==> src/rtl/branch_resolve_if.sv <==
// Valid/ready bundle between decode/regread (master) and the branch resolve unit (slave).
// Carries the operand request on the input side and the resolved branch on the output side.
interface branch_resolve_if #(
  parameter int XLEN = 32
);
  logic            in_valid;
  logic            in_ready;
  logic [2:0]      branch_op;
  logic [XLEN-1:0] data_in1;
  logic [XLEN-1:0] data_in2;
  logic [XLEN-1:0] pc;
  logic [XLEN-1:0] imm;
  logic            pred_taken;
  logic            out_valid;
  logic            out_ready;
  logic            branch_out;
  logic [XLEN-1:0] target;
  logic            mispredict;

  modport master (
    output in_valid, branch_op, data_in1, data_in2, pc, imm, pred_taken, out_ready,
    input  in_ready, out_valid, branch_out, target, mispredict
  );

  modport slave (
    input  in_valid, branch_op, data_in1, data_in2, pc, imm, pred_taken, out_ready,
    output in_ready, out_valid, branch_out, target, mispredict
  );
endinterface

==> src/rtl/branch_resolve_unit.sv <==
// Pipelined RV32 conditional-branch resolution: condition, target, mispredict flag and
// saturating branch/mispredict statistics, with valid/ready on both sides and a flush.
module branch_resolve_unit #(
  parameter int XLEN    = 32,
  parameter int LATENCY = 1,
  parameter int CNT_W   = 16
) (
  input  logic             clk_i,
  input  logic             rst_ni,
  input  logic             flush_i,
  input  logic             cnt_clr_i,
  branch_resolve_if.slave  br_if,
  output logic [CNT_W-1:0] branch_cnt_o,
  output logic [CNT_W-1:0] mispred_cnt_o
);

  localparam logic [2:0] OP_BEQ  = 3'b000;
  localparam logic [2:0] OP_BNE  = 3'b001;
  localparam logic [2:0] OP_BLT  = 3'b100;
  localparam logic [2:0] OP_BGE  = 3'b101;
  localparam logic [2:0] OP_BLTU = 3'b110;
  localparam logic [2:0] OP_BGEU = 3'b111;

  function automatic logic br_taken(input logic [2:0]      op,
                                    input logic [XLEN-1:0] a,
                                    input logic [XLEN-1:0] b);
    logic signed [XLEN-1:0] sa;
    logic signed [XLEN-1:0] sb;
    sa = a;
    sb = b;
    case (op)
      OP_BEQ:  return a == b;
      OP_BNE:  return a != b;
      OP_BLT:  return sa < sb;
      OP_BGE:  return sa >= sb;
      OP_BLTU: return a < b;
      OP_BGEU: return a >= b;
      // 3'b010 / 3'b011 are not branches and never resolve taken
      default: return 1'b0;
    endcase
  endfunction

  function automatic logic [CNT_W-1:0] sat_inc(input logic [CNT_W-1:0] v);
    return (&v) ? v : v + CNT_W'(1);
  endfunction

  logic            in_ready_c;
  logic            accept;
  logic            s_vld;
  logic            s_taken;
  logic            s_pred;
  logic [XLEN-1:0] s_pc;
  logic [XLEN-1:0] s_imm;

  logic            vld_p1_q;
  logic            taken_p1_q;
  logic            mis_p1_q;
  logic [XLEN-1:0] tgt_p1_q;
  logic            adv_p1;

  logic             retire;
  logic [CNT_W-1:0] branch_cnt_q, branch_cnt_d;
  logic [CNT_W-1:0] mispred_cnt_q, mispred_cnt_d;

  assign adv_p1 = !vld_p1_q || br_if.out_ready;
  assign accept = br_if.in_valid && in_ready_c;

  generate
    if (LATENCY == 2) begin : g_lat2
      logic            vld_p0_q;
      logic            taken_p0_q;
      logic            pred_p0_q;
      logic [XLEN-1:0] pc_p0_q;
      logic [XLEN-1:0] imm_p0_q;

      // ---- stage p0: condition evaluation ----
      always_ff @(posedge clk_i) begin
        if (!rst_ni) begin
          vld_p0_q <= 1'b0;
        end else if (flush_i) begin
          vld_p0_q <= 1'b0;
        end else if (!vld_p0_q || adv_p1) begin
          vld_p0_q <= accept;
        end
      end

      always_ff @(posedge clk_i) begin
        if (accept) begin
          taken_p0_q <= br_taken(br_if.branch_op, br_if.data_in1, br_if.data_in2);
          pred_p0_q  <= br_if.pred_taken;
          pc_p0_q    <= br_if.pc;
          imm_p0_q   <= br_if.imm;
        end
      end

      assign in_ready_c = !flush_i && (!vld_p0_q || adv_p1);
      assign s_vld      = vld_p0_q;
      assign s_taken    = taken_p0_q;
      assign s_pred     = pred_p0_q;
      assign s_pc       = pc_p0_q;
      assign s_imm      = imm_p0_q;
    end else begin : g_lat1
      assign in_ready_c = !flush_i && adv_p1;
      assign s_vld      = accept;
      assign s_taken    = br_taken(br_if.branch_op, br_if.data_in1, br_if.data_in2);
      assign s_pred     = br_if.pred_taken;
      assign s_pc       = br_if.pc;
      assign s_imm      = br_if.imm;
    end
  endgenerate

  // ---- stage p1: target / mispredict, output register ----
  // Data only loads on a real advance, so a stalled result stays stable.
  always_ff @(posedge clk_i) begin
    if (!rst_ni) begin
      vld_p1_q   <= 1'b0;
      taken_p1_q <= 1'b0;
      tgt_p1_q   <= '0;
      mis_p1_q   <= 1'b0;
    end else begin
      if (flush_i) begin
        vld_p1_q <= 1'b0;
      end else if (adv_p1) begin
        vld_p1_q <= s_vld;
      end
      if (adv_p1 && s_vld && !flush_i) begin
        taken_p1_q <= s_taken;
        tgt_p1_q   <= s_taken ? (s_pc + s_imm) : (s_pc + XLEN'(4));
        mis_p1_q   <= s_taken != s_pred;
      end
    end
  end

  // Flush beats out_ready: a result leaving in the flush cycle is not counted.
  assign retire = vld_p1_q && br_if.out_ready && !flush_i;

  always_comb begin
    branch_cnt_d  = branch_cnt_q;
    mispred_cnt_d = mispred_cnt_q;
    if (cnt_clr_i) begin
      branch_cnt_d  = '0;
      mispred_cnt_d = '0;
    end else if (retire) begin
      branch_cnt_d = sat_inc(branch_cnt_q);
      if (mis_p1_q) mispred_cnt_d = sat_inc(mispred_cnt_q);
    end
  end

  always_ff @(posedge clk_i) begin
    if (!rst_ni) begin
      branch_cnt_q  <= '0;
      mispred_cnt_q <= '0;
    end else begin
      branch_cnt_q  <= branch_cnt_d;
      mispred_cnt_q <= mispred_cnt_d;
    end
  end

  assign br_if.in_ready   = in_ready_c;
  assign br_if.out_valid  = vld_p1_q;
  assign br_if.branch_out = taken_p1_q;
  assign br_if.target     = tgt_p1_q;
  assign br_if.mispredict = mis_p1_q && vld_p1_q;
  assign branch_cnt_o     = branch_cnt_q;
  assign mispred_cnt_o    = mispred_cnt_q;

endmodule

==> src/flat_wrapper.sv <==
// flat-port wrapper written by rule: the top's interface ports become plain ports
module branch_resolve_unit_flat 
#(
  parameter int XLEN    = 32,
  parameter int LATENCY = 1,
  parameter int CNT_W   = 16
)
  (clk_i, rst_ni, flush_i, cnt_clr_i, branch_cnt_o, mispred_cnt_o, br_if_in_valid, br_if_branch_op, br_if_data_in1, br_if_data_in2, br_if_pc, br_if_imm, br_if_pred_taken, br_if_out_ready, br_if_in_ready, br_if_out_valid, br_if_branch_out, br_if_target, br_if_mispredict);
  branch_resolve_if #(.XLEN(XLEN)) br_if_i ();
  input  logic clk_i;
  input  logic rst_ni;
  input  logic flush_i;
  input  logic cnt_clr_i;
  output logic [CNT_W-1:0] branch_cnt_o;
  output logic [CNT_W-1:0] mispred_cnt_o;
  input wire logic [$bits(br_if_i.in_valid)-1:0] br_if_in_valid;
  input wire logic [$bits(br_if_i.branch_op)-1:0] br_if_branch_op;
  input wire logic [$bits(br_if_i.data_in1)-1:0] br_if_data_in1;
  input wire logic [$bits(br_if_i.data_in2)-1:0] br_if_data_in2;
  input wire logic [$bits(br_if_i.pc)-1:0] br_if_pc;
  input wire logic [$bits(br_if_i.imm)-1:0] br_if_imm;
  input wire logic [$bits(br_if_i.pred_taken)-1:0] br_if_pred_taken;
  input wire logic [$bits(br_if_i.out_ready)-1:0] br_if_out_ready;
  output wire logic [$bits(br_if_i.in_ready)-1:0] br_if_in_ready;
  output wire logic [$bits(br_if_i.out_valid)-1:0] br_if_out_valid;
  output wire logic [$bits(br_if_i.branch_out)-1:0] br_if_branch_out;
  output wire logic [$bits(br_if_i.target)-1:0] br_if_target;
  output wire logic [$bits(br_if_i.mispredict)-1:0] br_if_mispredict;
  assign br_if_i.in_valid = br_if_in_valid;
  assign br_if_i.branch_op = br_if_branch_op;
  assign br_if_i.data_in1 = br_if_data_in1;
  assign br_if_i.data_in2 = br_if_data_in2;
  assign br_if_i.pc = br_if_pc;
  assign br_if_i.imm = br_if_imm;
  assign br_if_i.pred_taken = br_if_pred_taken;
  assign br_if_i.out_ready = br_if_out_ready;
  assign br_if_in_ready = br_if_i.in_ready;
  assign br_if_out_valid = br_if_i.out_valid;
  assign br_if_branch_out = br_if_i.branch_out;
  assign br_if_target = br_if_i.target;
  assign br_if_mispredict = br_if_i.mispredict;
  branch_resolve_unit #(.XLEN(XLEN), .LATENCY(LATENCY), .CNT_W(CNT_W)) u_core (.clk_i(clk_i), .rst_ni(rst_ni), .flush_i(flush_i), .cnt_clr_i(cnt_clr_i), .br_if(br_if_i), .branch_cnt_o(branch_cnt_o), .mispred_cnt_o(mispred_cnt_o));
endmodule
==> config.mk <==
export PLATFORM = sky130hd
export DESIGN_NAME = branch_resolve_unit_flat
export DESIGN_NICKNAME = d
export VERILOG_FILES = /design/src/rtl/branch_resolve_if.sv /design/src/rtl/branch_resolve_unit.sv /design/src/flat_wrapper.sv
export SDC_FILE = /design/constraint.sdc
export NUM_CORES = 1
export LEC_CHECK = 0
export ABC_AREA = 1
export BUFFER_PORTS_ARGS = -buffer_cell sky130_fd_sc_hd__buf_4
export CAP_MARGIN = 20
export CORE_ASPECT_RATIO = 0.9
export CORE_UTILIZATION = 38
export CTS_BUF_LIST = sky130_fd_sc_hd__clkbuf_2 sky130_fd_sc_hd__clkbuf_4 sky130_fd_sc_hd__clkbuf_8
export CTS_CLUSTER_SIZE = 30
export DETAILED_ROUTE_END_ITERATION = 10
export PLACE_DENSITY = 0.72
export SETUP_SLACK_MARGIN = 0.05
export SYNTH_ARGS = -nofsm -noshare
export SYNTH_HDL_FRONTEND = slang
export SYNTH_SLANG_ARGS = --single-unit
==> constraint.sdc <==
create_clock -name clk_i -period 2 [get_ports clk_i]
set_clock_uncertainty 0.15 [all_clocks]
set_input_delay 0.2 -clock clk_i [delete_from_list [all_inputs] [get_ports clk_i]]
set_output_delay 0.2 -clock clk_i [all_outputs]
set_load 0.05 [all_outputs]
==> results of run 1 <==
## Yosys cell counts, drive strengths merged, types with 5 or more instances
| library cell | instances |
|---|---|
| nand2 | 237 |
| inv | 184 |
| nor2 | 101 |
| nand3 | 96 |
| a21oi | 87 |
| dfxtp | 67 |
| ha | 66 |
| o21ai | 56 |
| xor2 | 40 |
| nor3 | 22 |
| o21a | 18 |
| xnor2 | 18 |
| buf | 11 |
| nand4 | 11 |
| nor4 | 11 |
| o21bai | 11 |
| clkbuf | 8 |
| a21o | 5 |
| and3 | 5 |
## final cells by class
| cell class | instances | area [um2] |
|---|---|---|
| clock buffers | 9 | 124 |
| clock inverters | 7 | 66.3 |
| fillers | 1530 | 6050 |
| inverters | 185 | 709 |
| multi-input cells | 799 | 5470 |
| flip-flops and latches | 67 | 1420 |
| well taps | 235 | 294 |
| repair buffers | 374 | 2980 |
## worst min-delay path: stages
cell	delay (ps)
buf_4	210
o21ai_0	110
a21oi_1	40
## power groups by stage
stage	logic [mW]	clock network [mW]	registers [mW]
global placement	2.04	0	1.43
detailed placement	2.06	0	1.43
finish	2.35	1.15	1.40
global route	2.55	1.23	1.40
floorplan	0.977	0	1.60
CTS	2.23	1.17	1.40
## through the flow
| step | total power [mW] | util (%) | cell area [um2] |
|---|---|---|---|
| CTS | 4.80 | 61.7 | 10600 |
| floorplan | 2.57 | - | 7030 |
| finish | 4.90 | 64.6 | 11100 |
| global route | 5.18 | 64.6 | 11100 |
| global placement | 3.47 | 57.8 | 9900 |
| detailed placement | 3.49 | 57.8 | 9900 |
## logic make-up after synthesis
group                    after synthesis
flip-flops                            67
adder cells (fa/ha/maj)               67
buffers and inverters                204
AO/OA/AOI/OAI                        190
AND/OR/NAND/NOR                      484
XOR/XNOR                              58
## path summary, 6_finish.rpt
| kind | endpoint | start | slack (ps) | cells past startpoint |
|---|---|---|---|---|
| worst max-delay path | u_core.br_if.target[17]$_SDFFE_PN0P_ | br_if_data_in2[5] | -110 | 19 |
| worst min-delay path | u_core.mis_p1_q$_SDFFE_PN0P_ | rst_ni | 110 | 3 |
| worst max register to register | u_core.branch_cnt_o[15]$_SDFFE_PP0P_ | u_core.branch_cnt_o[0]$_SDFFE_PP0P_ | 10 | 13 |
| worst min register to register | u_core.branch_cnt_o[14]$_SDFFE_PP0P_ | u_core.branch_cnt_o[14]$_SDFFE_PP0P_ | 300 | 1 |
## state kept, by name, summed over array words and instances, names as in the netlist
register / cells
u_core.br_if.branch_out: 1
u_core.br_if.out_valid: 1
u_core.br_if.target: 32
u_core.branch_cnt_o: 16
u_core.mis_p1_q: 1
u_core.mispred_cnt_o: 16
## repair_timing
action	CTS	global route
gates cloned	2	3
hold buffers	3	0
gates resized for setup	70	110
setup buffers	8	9
endpoints found under the setup margin	41	49
endpoints found under the hold margin	2	0
pin swaps	20	76
## per-layer routing
| layer | global-route usage, % | up-vias | routed length, um |
|---|---|---|---|
| met1 | 33.0 | 3852 | 10900 |
| li1 | - | 4208 | - |
| met4 | 7.21 | 0 | 528 |
| met2 | 43.9 | 274 | 11800 |
| met3 | 4.11 | 41 | 1640 |
| met5 | 0 | - | 0 |
==> summary.txt, run 1 <==
Synth
  • Ys flop type: dfxtp_1
  • Largest family of logic cells by synthesized area: simple AND/OR/NAND/NOR gates
  • Yosys warns: 0
  • Mux share of post-synthesis cell area: 0%
  • Post-Syn Area per Cell: ~6.3 um2
  • Post-Syn Area: 0.00673 mm2
  • Synth Area in XOR/XNOR: 7.55%
  • Synth Register Bits: 67
  • Post-synthesis sequential area ratio: around a fifth
  • Synth Area in Compound Gates: 16.0%
  • Post-synth EDFFs: 0
  • Simple-Gate Fraction of Synth Area: 32.1%
  • Synth area leader: dfxtp_1
  • Top cell type's share of synthesized area: 19.9%
  • Synth cell types: 45
  • Mapped Cells: about 1,100
  • Synth async-reset ratio: 0%
  • Synth top area cells: dfxtp_1, nand2_1, ha_1
  • Synth Area in Adders: 12.6%
  • Syn Nets: about 1,300

Timing
  • Fin crit share: 105%
  • Post-layout minimum cycle time: 2110 ps
  • Fin. Hold Viols: 0
  • Max Freq: 475 MHz
  • Final setup fails: 33
  • Final WS setup: -105 ps
  • RSZ-0062 raised after global routing: true
  • Worst hold slack: 109 ps
  • Slew headroom: ~69%
  • Setup_tns: -1770 ps
  • Least-Margin Pin Slew: 459 ps
  • Slew Viols, Final: 0

Clocking
  • CTS sink cnt: 67
  • Max Root-Sink Buffers: 2
  • CTS buffer count: 9
  • Worst-path clk slew: around 80 ps
  • Root Driver: clkbuf_8
  • TritonCTS clock tree: done
  • H-tree levels: 3
  • Clk Latency, worst-skew pair: 360 ps

Place
  • IO buf count: ~210
  • Placed cells: 1,637
  • Placer Congestion: just over 0.9
  • Place WS: -486 ps
  • HPWL after detailed placement: around 19,000 um

Layout
  • Most frequent cells in the layout: buf_4, nand2_1, inv_1
  • Final net count: approximately 1,600
  • Most common cell after layout, fill and taps aside: buf_4
  • Final std cells w/o fill: 1,676
  • Area Overhead vs Synth: 64.3%
  • Layout cell share with drive strength beyond 1: 42.5%
  • ANT cells: 0

Die
  • Core ar.: about 0.017 mm2
  • Initial Util: 39.3%
  • Io pins: 206
  • Die width: around 140 um
  • Die Y: 128 um
  • Rows: 45
  • Area of the die: around 0.018 mm2

Setup path
  • Critical Path RT: 2150 ps
  • Crit path cell chain: buf_6 -> inv_2 -> ha_4 -> nand2_4 -> nor2_4 -> nand4_1 -> nor2_2 -> nand2_2 -> nand2_2 -> o21ai_2 -> inv_2 -> buf_4 -> nand3_4 -> nor2_4 -> clkbuf_16 -> nand3_1 -> nand3_1 -> nand2_1 -> inv_1
  • Crit-path max FO: 7
  • Crit end category: flop
  • Kind of critical path: in -> reg
  • Top delay family on crit path: simple AND/OR/NAND/NOR gates
  • Worst Path Arrival: 2260 ps
  • Slowest CP cell: ha_4
  • WP buf/inv: 6
  • Critical Path Source Type: primary input
  • Worst path max stage delay: around 270 ps

Detailed routing
  • Antenna Nets Post-Route: 0
  • DRT Wirelength: 24,900 um
  • Starting DRT DRC Count: 432
  • WL per Instance: 14.9 um
  • # DRC: 0
  • Via Count: around 8,400
  • Via density: roughly 5.0
  • Drt first pass iters: 4

GRT
  • Largest net degree at the start of global routing: 36
  • Total gr overflow: 0
  • Vias in the first global route: 7,874
  • Antenna violations before repair: 0
  • GRT Util Overall: around 26%
  • Wire length of the first global-routing pass: 37,200 um

Pwr
  • Clk network pwr share: 23.5%
  • Sw Share: between 30% and 40%
  • Comb pwr share: 48.0%
  • Sequential power share: 28.6%
  • Net switching power: 1.90 mW
  • Internal power: 3.00 mW
  • Leak: 5.52 nW
  • Maximum vdd ir drop: approximately 0.25 mV
  • PwrDens: 443 mW/mm2

Run status
  • Failing checks: negative setup slack
  • Outcome: finished, violations left

Job
  • Max Cap Viol: 0

Worst hold path
  • Min-Delay Path Class: in -> reg
(Power assumes the default switching activity.)
==> run 2: changes to the inputs <==
--- a/config.mk
+++ b/config.mk
@@ -14,6 +14,7 @@
 export CTS_CLUSTER_SIZE = 30
 export DETAILED_ROUTE_END_ITERATION = 10
 export PLACE_DENSITY = 0.72
+export REMOVE_ABC_BUFFERS = 1
 export SETUP_SLACK_MARGIN = 0.05
 export SYNTH_ARGS = -nofsm -noshare
 export SYNTH_HDL_FRONTEND = slang
==> run 2 against run 1 <==
Compared with the run above:
- the flow still finishes with violations (negative setup slack)
- die area unchanged
- final cell count up 1.3%
- combinational power down 3%
- worst setup slack gained 5.6 ps
- critical path type unchanged
- largest power group unchanged
==> summary.txt, run 2 (synthesized netlist as in run 1, its figures left out) <==
Timing
  • Fin. Hold Viols: 0
  • RSZ-0062 raised after global routing: true
  • Setup_tns: -1760 ps
  • Final setup fails: 33
  • Slew Viols, Final: 0
  • Post-layout minimum cycle time: 2100 ps
  • Slew headroom: 71.4%
  • Least-Margin Pin Slew: 423 ps
  • Fin crit share: 105%
  • Max Freq: between 400 and 500 MHz
  • Final WS setup: -99.7 ps

Detailed routing
  • Post-Route M1 WL: 10,500 um
  • Antenna Nets Post-Route: 0
  • WL per Instance: between 10 and 15 um
  • Highest routed layer: met4
  • Via Count: 8,465
  • Met2 wire len: around 12,000 um
  • # DRC: 0
  • Met3 routed WL: 1520 um
  • Drt first pass iters: 5
  • DRT Wirelength: ~25,000 um
  • Starting DRT DRC Count: 393
  • Via density: 4.99

Layout
  • ANT cells: 0
  • Final std cells w/o fill: between 1,500 and 2,000
  • Area Overhead vs Synth: 63.0%
  • FILL cells: 1,528
  • Most common cell after layout, fill and taps aside: buf_4
  • Largest register FFs: 32
  • Fin util: 64.1%
  • Multi-input logic area: 0.00530 mm2
  • Final instance area: 0.0110 mm2
  • Most frequent cells in the layout: buf_4, nand2_1, inv_1
  • Layout cell share with drive strength beyond 1: 40.1%
  • Final net count: ~1,700
  • Sequential cell area: 0.00136 mm2

Setup path
  • Critical Path Source Type: primary input
  • Worst Path Arrival: approximately 2200 ps
  • Crit path cell chain: buf_4 -> inv_2 -> ha_4 -> a21oi_2 -> nand2_2 -> nand2_2 -> nand3_2 -> a21oi_4 -> nand3_2 -> nand2_2 -> inv_2 -> nor2_4 -> nand3_4 -> buf_12 -> nand2_1 -> nand2_1 -> o21bai_1 -> inv_1
  • FF-to-FF path depth: 11
  • Kind of critical path: in -> reg
  • Slowest CP cell: a21oi_4
  • Crit-path max FO: 23
  • Critical Path RT: 2110 ps
  • Top delay family on crit path: simple AND/OR/NAND/NOR gates
  • Crit end category: flop
  • WP buf/inv: 5
  • Crit path depth: 18
  • Cell repeated most along the worst path: nand2_2
  • Worst path max stage delay: 240 ps

GRT
  • Vias in the first global route: roughly 8,200
  • Antenna violations before repair: 0
  • Total gr overflow: 0
  • Largest net degree at the start of global routing: 30
  • GRT Util Overall: 25.9%
  • Wire length of the first global-routing pass: 37,600 um

Place
  • IO buf count: 205
  • Placer Congestion: 0.957
  • Placed cells: roughly 1,700
  • Placed Area: 0.00980 mm2
  • HPWL after detailed placement: 18,300 um

Clocking
  • CTS buffer count: 9
  • TritonCTS clock tree: done
  • Clk Latency, worst-skew pair: 370 ps
  • CTS sink cnt: 67
  • Root Driver: clkbuf_8
  • Worst-path clk slew: 70 ps
  • Max Root-Sink Buffers: 2
  • H-tree levels: 3

Worst hold path
  • Min-Delay Path Class: in -> reg
  • WHS Path Cells: 5

Pwr
  • Maximum vdd ir drop: 0.286 mV
  • Leak: ~5.5 nW
  • PwrDens: 451 mW/mm2
  • Design Power: 4.94 mW

Run status
  • Failing checks: negative setup slack
  • Outcome: finished, violations left

Die
  • Die width: 142 um
  • Die Y: roughly 130 um
  • Rows: 45
  • Core ar.: 0.0171 mm2
  • Initial Util: between 30% and 40%
  • Io pins: 206
  • Area of the die: 0.0183 mm2

Job
  • Max Cap Viol: 0
-- run 2: worst paths after layout --
| check | from | to | slack [ps] |
|---|---|---|---|
| setup / recovery | br_if_data_in2[19] | u_core.br_if.target[16]$_SDFFE_PN0P_ | -100 |
| hold / removal | br_if_pc[0] | u_core.br_if.target[0]$_SDFFE_PN0P_ | 110 |
| setup reg to reg | u_core.mispred_cnt_o[0]$_SDFFE_PP0P_ | u_core.mispred_cnt_o[15]$_SDFFE_PP0P_ | 20 |
| hold reg to reg | u_core.br_if.target[29]$_SDFFE_PN0P_ | u_core.br_if.target[29]$_SDFFE_PN0P_ | 320 |
-- run 2: report_power, final --
group | total [mW] | leakage, nW | switching, mW | internal (mW)
logic | 2.28 | 4.88 | 1.25 | 1.03
registers | 1.41 | 0.552 | 0.0310 | 1.38
clock network | 1.26 | 0.103 | 0.627 | 0.629
-- run 2: layout make-up --
class,instances,share of cell area (%)
inverters,185,6.49
flip-flops and latches,67,12.4
repair buffers,396,28.3
well taps,235,2.68
clock buffers,11,1.32
clock inverters,5,0.547
multi-input cells,799,48.3
-- run 2: tightest hold or removal path: cells and delay by family --
kind / cells / cell delay (ps)
simple gates: 2 / 150
compound gates: 1 / 50
buf+inv: 2 / 180
-- run 2: per-stage QoR --
stage | hold slack, ps | worst slack (ps)
2_1_floorplan | 129 | -867
3_3_place_gp | 237 | -490
3_5_place_dp | 243 | -509
4_1_cts | 101 | 5.21
5_1_grt | 125 | -194
6_report | 110 | -99.7
-- run 2: metal layers --
| layer | vias up | GRT usage, % |
|---|---|---|
| li1 | 4261 | - |
| met1 | 3863 | 32.2 |
| met2 | 275 | 44.5 |
| met3 | 66 | 4.59 |
| met4 | 0 | 9.87 |
| met5 | - | 0 |
-- run 2: what timing repair did --
item                       in CTS  in global routing
hold endpoints to repair        2                  0
buffers inserted                4                 11
pin swaps                      12                 60
setup endpoints to repair      37                 51
hold buffers                    3                  0
gates cloned                    1                  2
gates resized for setup        71                132
